### src/rtl/riscv_pkg.sv
// Shared types and constants for the core's memory-side blocks.
package riscv_pkg;

  localparam int unsigned XLEN = 32;

  typedef enum logic {
    ARB_IDLE = 1'b0,
    ARB_BUSY = 1'b1
  } arb_state_e;

  typedef enum logic {
    OWN_IF = 1'b0,
    OWN_D  = 1'b1
  } owner_e;

endpackage

### src/rtl/arb_starve_ctr.sv
// Counts consecutive data grants taken while fetch is waiting; saturates at MAX_WAIT
// and then raises force_if so fetch wins the next arbitration.
module arb_starve_ctr #(
  parameter int unsigned MAX_WAIT = 4
) (
  input  logic       clk,
  input  logic       rst,
  input  logic       if_req,
  input  logic       if_gnt,
  input  logic       d_gnt,
  output logic [3:0] count,
  output logic       force_if
);

  localparam logic [3:0] MaxWait = 4'(MAX_WAIT);

  logic [3:0] count_d, count_q;

  // Next count: fetch served or not waiting clears; data grant while fetch waits bumps.
  always_comb begin
    count_d = count_q;
    if (if_gnt || !if_req) begin
      count_d = '0;
    end else if (d_gnt && (count_q < MaxWait)) begin
      count_d = count_q + 4'd1;
    end
  end

  // Counter register.
  always_ff @(posedge clk or negedge rst) begin
    if (!rst) begin
      count_q <= '0;
    end else begin
      count_q <= count_d;
    end
  end

  assign count    = count_q;
  assign force_if = (count_q == MaxWait);

endmodule

### src/rtl/mem_port_arbiter.sv
// Two-requester arbiter (instruction fetch, data) in front of a single-port memory.
// One transaction outstanding at a time; data has priority unless fetch has starved.
module mem_port_arbiter
  import riscv_pkg::*;
#(
  parameter int unsigned AW       = 32,
  parameter int unsigned DW       = 32,
  parameter int unsigned MAX_WAIT = 4
) (
  input  logic            clk,
  input  logic            rst,
  // Instruction fetch (read only)
  input  logic            if_req,
  input  logic [AW-1:0]   if_addr,
  output logic            if_gnt,
  output logic            if_rvalid,
  output logic [DW-1:0]   if_rdata,
  // Data
  input  logic            d_req,
  input  logic            d_we,
  input  logic [DW/8-1:0] d_be,
  input  logic [AW-1:0]   d_addr,
  input  logic [DW-1:0]   d_wdata,
  output logic            d_gnt,
  output logic            d_rvalid,
  output logic [DW-1:0]   d_rdata,
  // Shared memory
  output logic            mem_req,
  input  logic            mem_ready,
  output logic            mem_we,
  output logic [DW/8-1:0] mem_be,
  output logic [AW-1:0]   mem_addr,
  output logic [DW-1:0]   mem_wdata,
  input  logic            mem_rvalid,
  input  logic [DW-1:0]   mem_rdata,
  // Status
  output logic            busy,
  output logic            err_spurious
);

  localparam int unsigned BW = DW / 8;

  arb_state_e state_d, state_q;
  owner_e     owner_d, owner_q;
  logic       err_d, err_q;

  logic       idle, sel_if, grant, rsp;
  logic [3:0] starve_cnt;
  logic       force_if;

  arb_starve_ctr #(
    .MAX_WAIT (MAX_WAIT)
  ) u_starve_ctr (
    .clk      (clk),
    .rst      (rst),
    .if_req   (if_req),
    .if_gnt   (if_gnt),
    .d_gnt    (d_gnt),
    .count    (starve_cnt),
    .force_if (force_if)
  );

  assign idle   = (state_q == ARB_IDLE);
  assign sel_if = if_req & (~d_req | force_if);

  // Request side; rst gating keeps handshakes quiet while reset is held.
  assign mem_req   = rst & idle & (if_req | d_req);
  assign grant     = mem_req & mem_ready;
  assign if_gnt    = grant & sel_if;
  assign d_gnt     = grant & ~sel_if;
  assign mem_we    = sel_if ? 1'b0 : d_we;
  assign mem_be    = sel_if ? {BW{1'b1}} : d_be;
  assign mem_addr  = sel_if ? if_addr : d_addr;
  assign mem_wdata = d_wdata;

  // Response side: only the registered owner sees rvalid.
  assign rsp       = rst & ~idle & mem_rvalid;
  assign if_rvalid = rsp & (owner_q == OWN_IF);
  assign d_rvalid  = rsp & (owner_q == OWN_D);
  assign if_rdata  = mem_rdata;
  assign d_rdata   = mem_rdata;

  assign busy         = ~idle;
  assign err_spurious = err_q;

  // Next-state: grant moves to BUSY, response returns to IDLE; stray rvalid is sticky error.
  always_comb begin
    state_d = state_q;
    owner_d = owner_q;
    err_d   = err_q;
    if (idle) begin
      if (grant) begin
        state_d = ARB_BUSY;
        owner_d = sel_if ? OWN_IF : OWN_D;
      end
      if (mem_rvalid) begin
        err_d = 1'b1;
      end
    end else if (mem_rvalid) begin
      state_d = ARB_IDLE;
    end
  end

  // State registers; reset abandons any in-flight transaction.
  always_ff @(posedge clk or negedge rst) begin
    if (!rst) begin
      state_q <= ARB_IDLE;
      owner_q <= OWN_IF;
      err_q   <= 1'b0;
    end else begin
      state_q <= state_d;
      owner_q <= owner_d;
      err_q   <= err_d;
    end
  end

  // Counter must never run past its saturation point.
  assert property (@(posedge clk) disable iff (!rst) starve_cnt <= 4'(MAX_WAIT));

endmodule

### config.mk
export PLATFORM = sky130hd
export DESIGN_NAME = mem_port_arbiter
export DESIGN_NICKNAME = d
export VERILOG_FILES = /design/src/rtl/riscv_pkg.sv /design/src/rtl/arb_starve_ctr.sv /design/src/rtl/mem_port_arbiter.sv
export SDC_FILE = /design/constraint.sdc
export NUM_CORES = 1
export LEC_CHECK = 0
export CAP_MARGIN = 10
export CORE_AREA = 2 2 109 111
export DETAILED_ROUTE_END_ITERATION = 12
export DIE_AREA = 0 0 111 113
export PLACE_DENSITY = 0.63
export REMOVE_ABC_BUFFERS = 1
export SYNTH_ARGS = -nofsm -noshare
export SYNTH_HDL_FRONTEND = slang
export SYNTH_SLANG_ARGS = --single-unit
### constraint.sdc
create_clock -name clk -period 3.7 [get_ports clk]
set_input_delay 0.74 -clock clk [delete_from_list [all_inputs] [get_ports clk]]
set_output_delay 0.74 -clock clk [all_outputs]
set_load 0.1 [all_outputs]
==> qor.txt, run 1 <==
Cell Chain, Critical Path: clkdlybuf4s50_1 -> a21boi_4 -> buf_12 -> mux2_1 -> buf_12
Clock Sinks: 7
Seq/Total Area, Yosys: 0.111
CTS clk-pin slew, worst paths: 0.03 ns
final hold vios: 0
CTS tree: done
chip height: 113 um
Setup Viol. Count Final: 0
Routed WL per cell: 43.0 um
share of cells above drive strength 1: 0.272
run status: finished clean
Worst Hold Depth: 1
Setup CP Type: input port to output pin
Initial Util: 0.140
Remaining DRCs: 0
met3 Use GR: 0.290
Max Clock Skew: 0.00155 ns
antenna violations before repair: 0
global-route wire length before repair: 18.4 mm
Final min period: 3.22 ns
delay of the slowest critical-path stage: 0.60 ns
fmax: 0.311 GHz
crit path launch: if_req
antenna viol nets, final: 0
PwrDens: 311 mW/mm2
Syn Std Cell Area: 0.00158 mm2
asr flop ratio synth: 1.00
CP most frequent cell: buf_12
Worst path slowest cell: clkdlybuf4s50_1
Core ar.: 0.0113 mm2
CP Launch Type: input port
io pins: 279
routed vias/inst: 4.02
post-synth cell types: 27
routing usage on met1: 0.100
r2r setup slk: 2.23 ns
CP delay by family, top: buffers and inverters
RSZ-0062 raised after global routing: no
design internal power: 446 uW
vias after detailed routing: 1386
TritonCTS Buffers: 3
DP Area: 0.00259 mm2
final WL: 14.8 mm
CTS Buffer Depth: 2
die area: 0.0125 mm2
reg-to-reg endpoint: owner_q
Finished Layout Cells: 345
Area growth syn-to-layout: 68.7%
worst hold path type: flip-flop to flip-flop
cts hold-fix bufs: 0
FF-to-FF path depth: 6
row cnt: 39
worst flop-to-flop path startpoint: u_starve_ctr.count[0]
Least-Margin Pin Slew: 0.972 ns
final instance area: 0.00267 mm2
hold path startpoint: err_spurious
DP HPWL: 13.9 mm
GRT Max-Usage Layer: met2
drt initial violations: 33
clock latency on the worst-skew pair: 0.23 ns
crit share post-route: 0.870
Setup TNS: 0 ns
Max Cap Viol: 0
grt ovf: 0
leak pwr: 0.00106 uW
vias in the first global route: 1516
port bufs: 118
P_sw: 384 uW
Worst Hold End: err_spurious
Sequential Power Share: 0.102
Req. time, crit path: 2.96 ns
post_cts resized: 0
top_reg_cell synth: dfrtp_1
Mapped Cells: 178
# fillers: 1198
pin count of the biggest net entering global routing: 41
die width: 111 um
crit path DAT: 2.48 ns
Gate power share: 0.678
Antenna diodes: 0
Avg Synthesized Cell Area: 8.89 um2
DR pass1 iterations: 4
YS warnings: 0
Post-synth EDFFs: 0
sw frac: 0.463
depth of the CTS H-tree: 1
nets@finish: 344
Placed Cells: 341
Root Driver: clkbuf_16
CP Capture Type: output pin
met2 usage: 0.420
Pins Over Slew Limit: 0
VDD IR max: 0.000134 V
routability cong.: 0.937
Crit path buffers/inverters: 3
number of synthesized register bits: 7
critical path peak fanout: 40
setup repair bufs after CTS: 0
Rel. slew slack: 0.350
Clock power frac: 0.221
GRT Util Overall: 0.231
layout make-up:
| type | instances | area, um2 | area share |
|---|---|---|---|
| Sequential cell | 7 | 175 | 0.0656 |
| Tap cell | 143 | 179 | 0.0670 |
| Inverter | 4 | 15.0 | 0.00562 |
| Multi-Input combinational cell | 67 | 631 | 0.236 |
| Timing Repair Buffer | 120 | 1590 | 0.596 |
| Clock buffer | 4 | 78.8 | 0.0295 |
power groups by stage:
stage	logic [uW]	clock network [uW]	registers, uW
6_report	563	183	84.3
5_1_grt	578	192	84.9
4_1_cts	565	186	84.3
3_5_place_dp	563	0	84.9
3_3_place_gp	562	0	84.9
2_1_floorplan	299	0	92.8
layer usage:
metal | wire [um] | part of all wire
met2 | 7440 | 0.50
met5 | 47 | 0.0032
met1 | 2230 | 0.15
met3 | 4040 | 0.27
met4 | 1080 | 0.073
layout by cell type (no fill, tap or decap), types with 2 or more instances in the layout:
| master | count |
|---|---|
| clkdlybuf4s50_1 | 76 |
| buf_12 | 40 |
| mux2_1 | 32 |
| dfrtp_1 | 7 |
| or2_2 | 5 |
| inv_1 | 4 |
| buf_4 | 4 |
| nor2_1 | 3 |
| clkbuf_16 | 3 |
| and3_1 | 2 |
| nor2b_1 | 2 |
| nand3_1 | 2 |
| nand2_1 | 2 |
| o2111ai_1 | 2 |
| o211ai_1 | 2 |
| ha_1 | 2 |
sequential cells by signal, summed over array words and instances, names as in the netlist:
register and flops:
u_starve_ctr.count 4, busy 1, err_spurious 1, owner_q 1
kinds of logic (layout without fill, tap and decap cells):
kind of cell | Yosys count | count (layout) | share of synthesized area
mux | 33 | 33 | 0.234
buf+inv | 104 | 128 | 0.491
compound gates | 10 | 10 | 0.0522
flops | 7 | 7 | 0.111
simple gates | 22 | 22 | 0.0964
fa+ha+maj | 2 | 2 | 0.0158
worst reg2reg max path, stage by stage, from the launching register on:
cell and delay [ns]:
dfrtp_1 0.40, inv_1 0.09, ha_1 0.22, nand3b_4 0.10
a21boi_4 0.18, buf_12 0.23, mux2i_1 0.12
metrics by stage:
| step | power, uW | util | setup WS [ns] | hold slack, ns |
|---|---|---|---|---|
| 6_report | 830 | 0.237 | 0.483 | 0.508 |
| 5_1_grt | 855 | 0.237 | 0.420 | 0.521 |
| 4_1_cts | 835 | 0.237 | 0.470 | 0.505 |
| 3_5_place_dp | 648 | 0.230 | 0.479 | 0.488 |
| 3_3_place_gp | 647 | 0.230 | 0.478 | 0.447 |
| 2_1_floorplan | 392 | - | 0.266 | 0.444 |
cells in the mapped netlist (all sizes together), types with 2 or more instances:
cell | instances | area, um2
nand3b | 2 | 27.5
a21boi | 2 | 26.3
nand3 | 2 | 10.0
ha | 2 | 25.0
o211ai | 2 | 15.0
buf | 100 | 762
mux2 | 32 | 360
nor2 | 3 | 11.3
inv | 4 | 15.0
o2111ai | 2 | 17.5
or2 | 5 | 31.3
nor2b | 2 | 12.5
and3 | 2 | 12.5
dfrtp | 7 | 175
nand2 | 2 | 7.51
worst max path at each step:
| stage | slack (ns) | end | cells after the start |
|---|---|---|---|
| finish | 0.48 | mem_addr[7] | 5 |
| detailed placement | 0.48 | mem_addr[7] | 5 |
| floorplan | 0.27 | if_gnt | 3 |
| CTS | 0.47 | mem_addr[7] | 5 |
| global route | 0.42 | mem_addr[7] | 5 |
| global placement | 0.48 | mem_addr[7] | 5 |
Power figures use the tool's default switching activity.
==> run 2, diff against run 1 <==
--- a/config.mk
+++ b/config.mk
@@ -5,7 +5,7 @@
 export SDC_FILE = /design/constraint.sdc
 export NUM_CORES = 1
 export LEC_CHECK = 0
-export CAP_MARGIN = 10
+export CAP_MARGIN = 5
 export CORE_AREA = 2 2 109 111
 export DETAILED_ROUTE_END_ITERATION = 12
 export DIE_AREA = 0 0 111 113
==> results of run 2 <==
Final layout, timing and power as in run 1 (identical DEF).
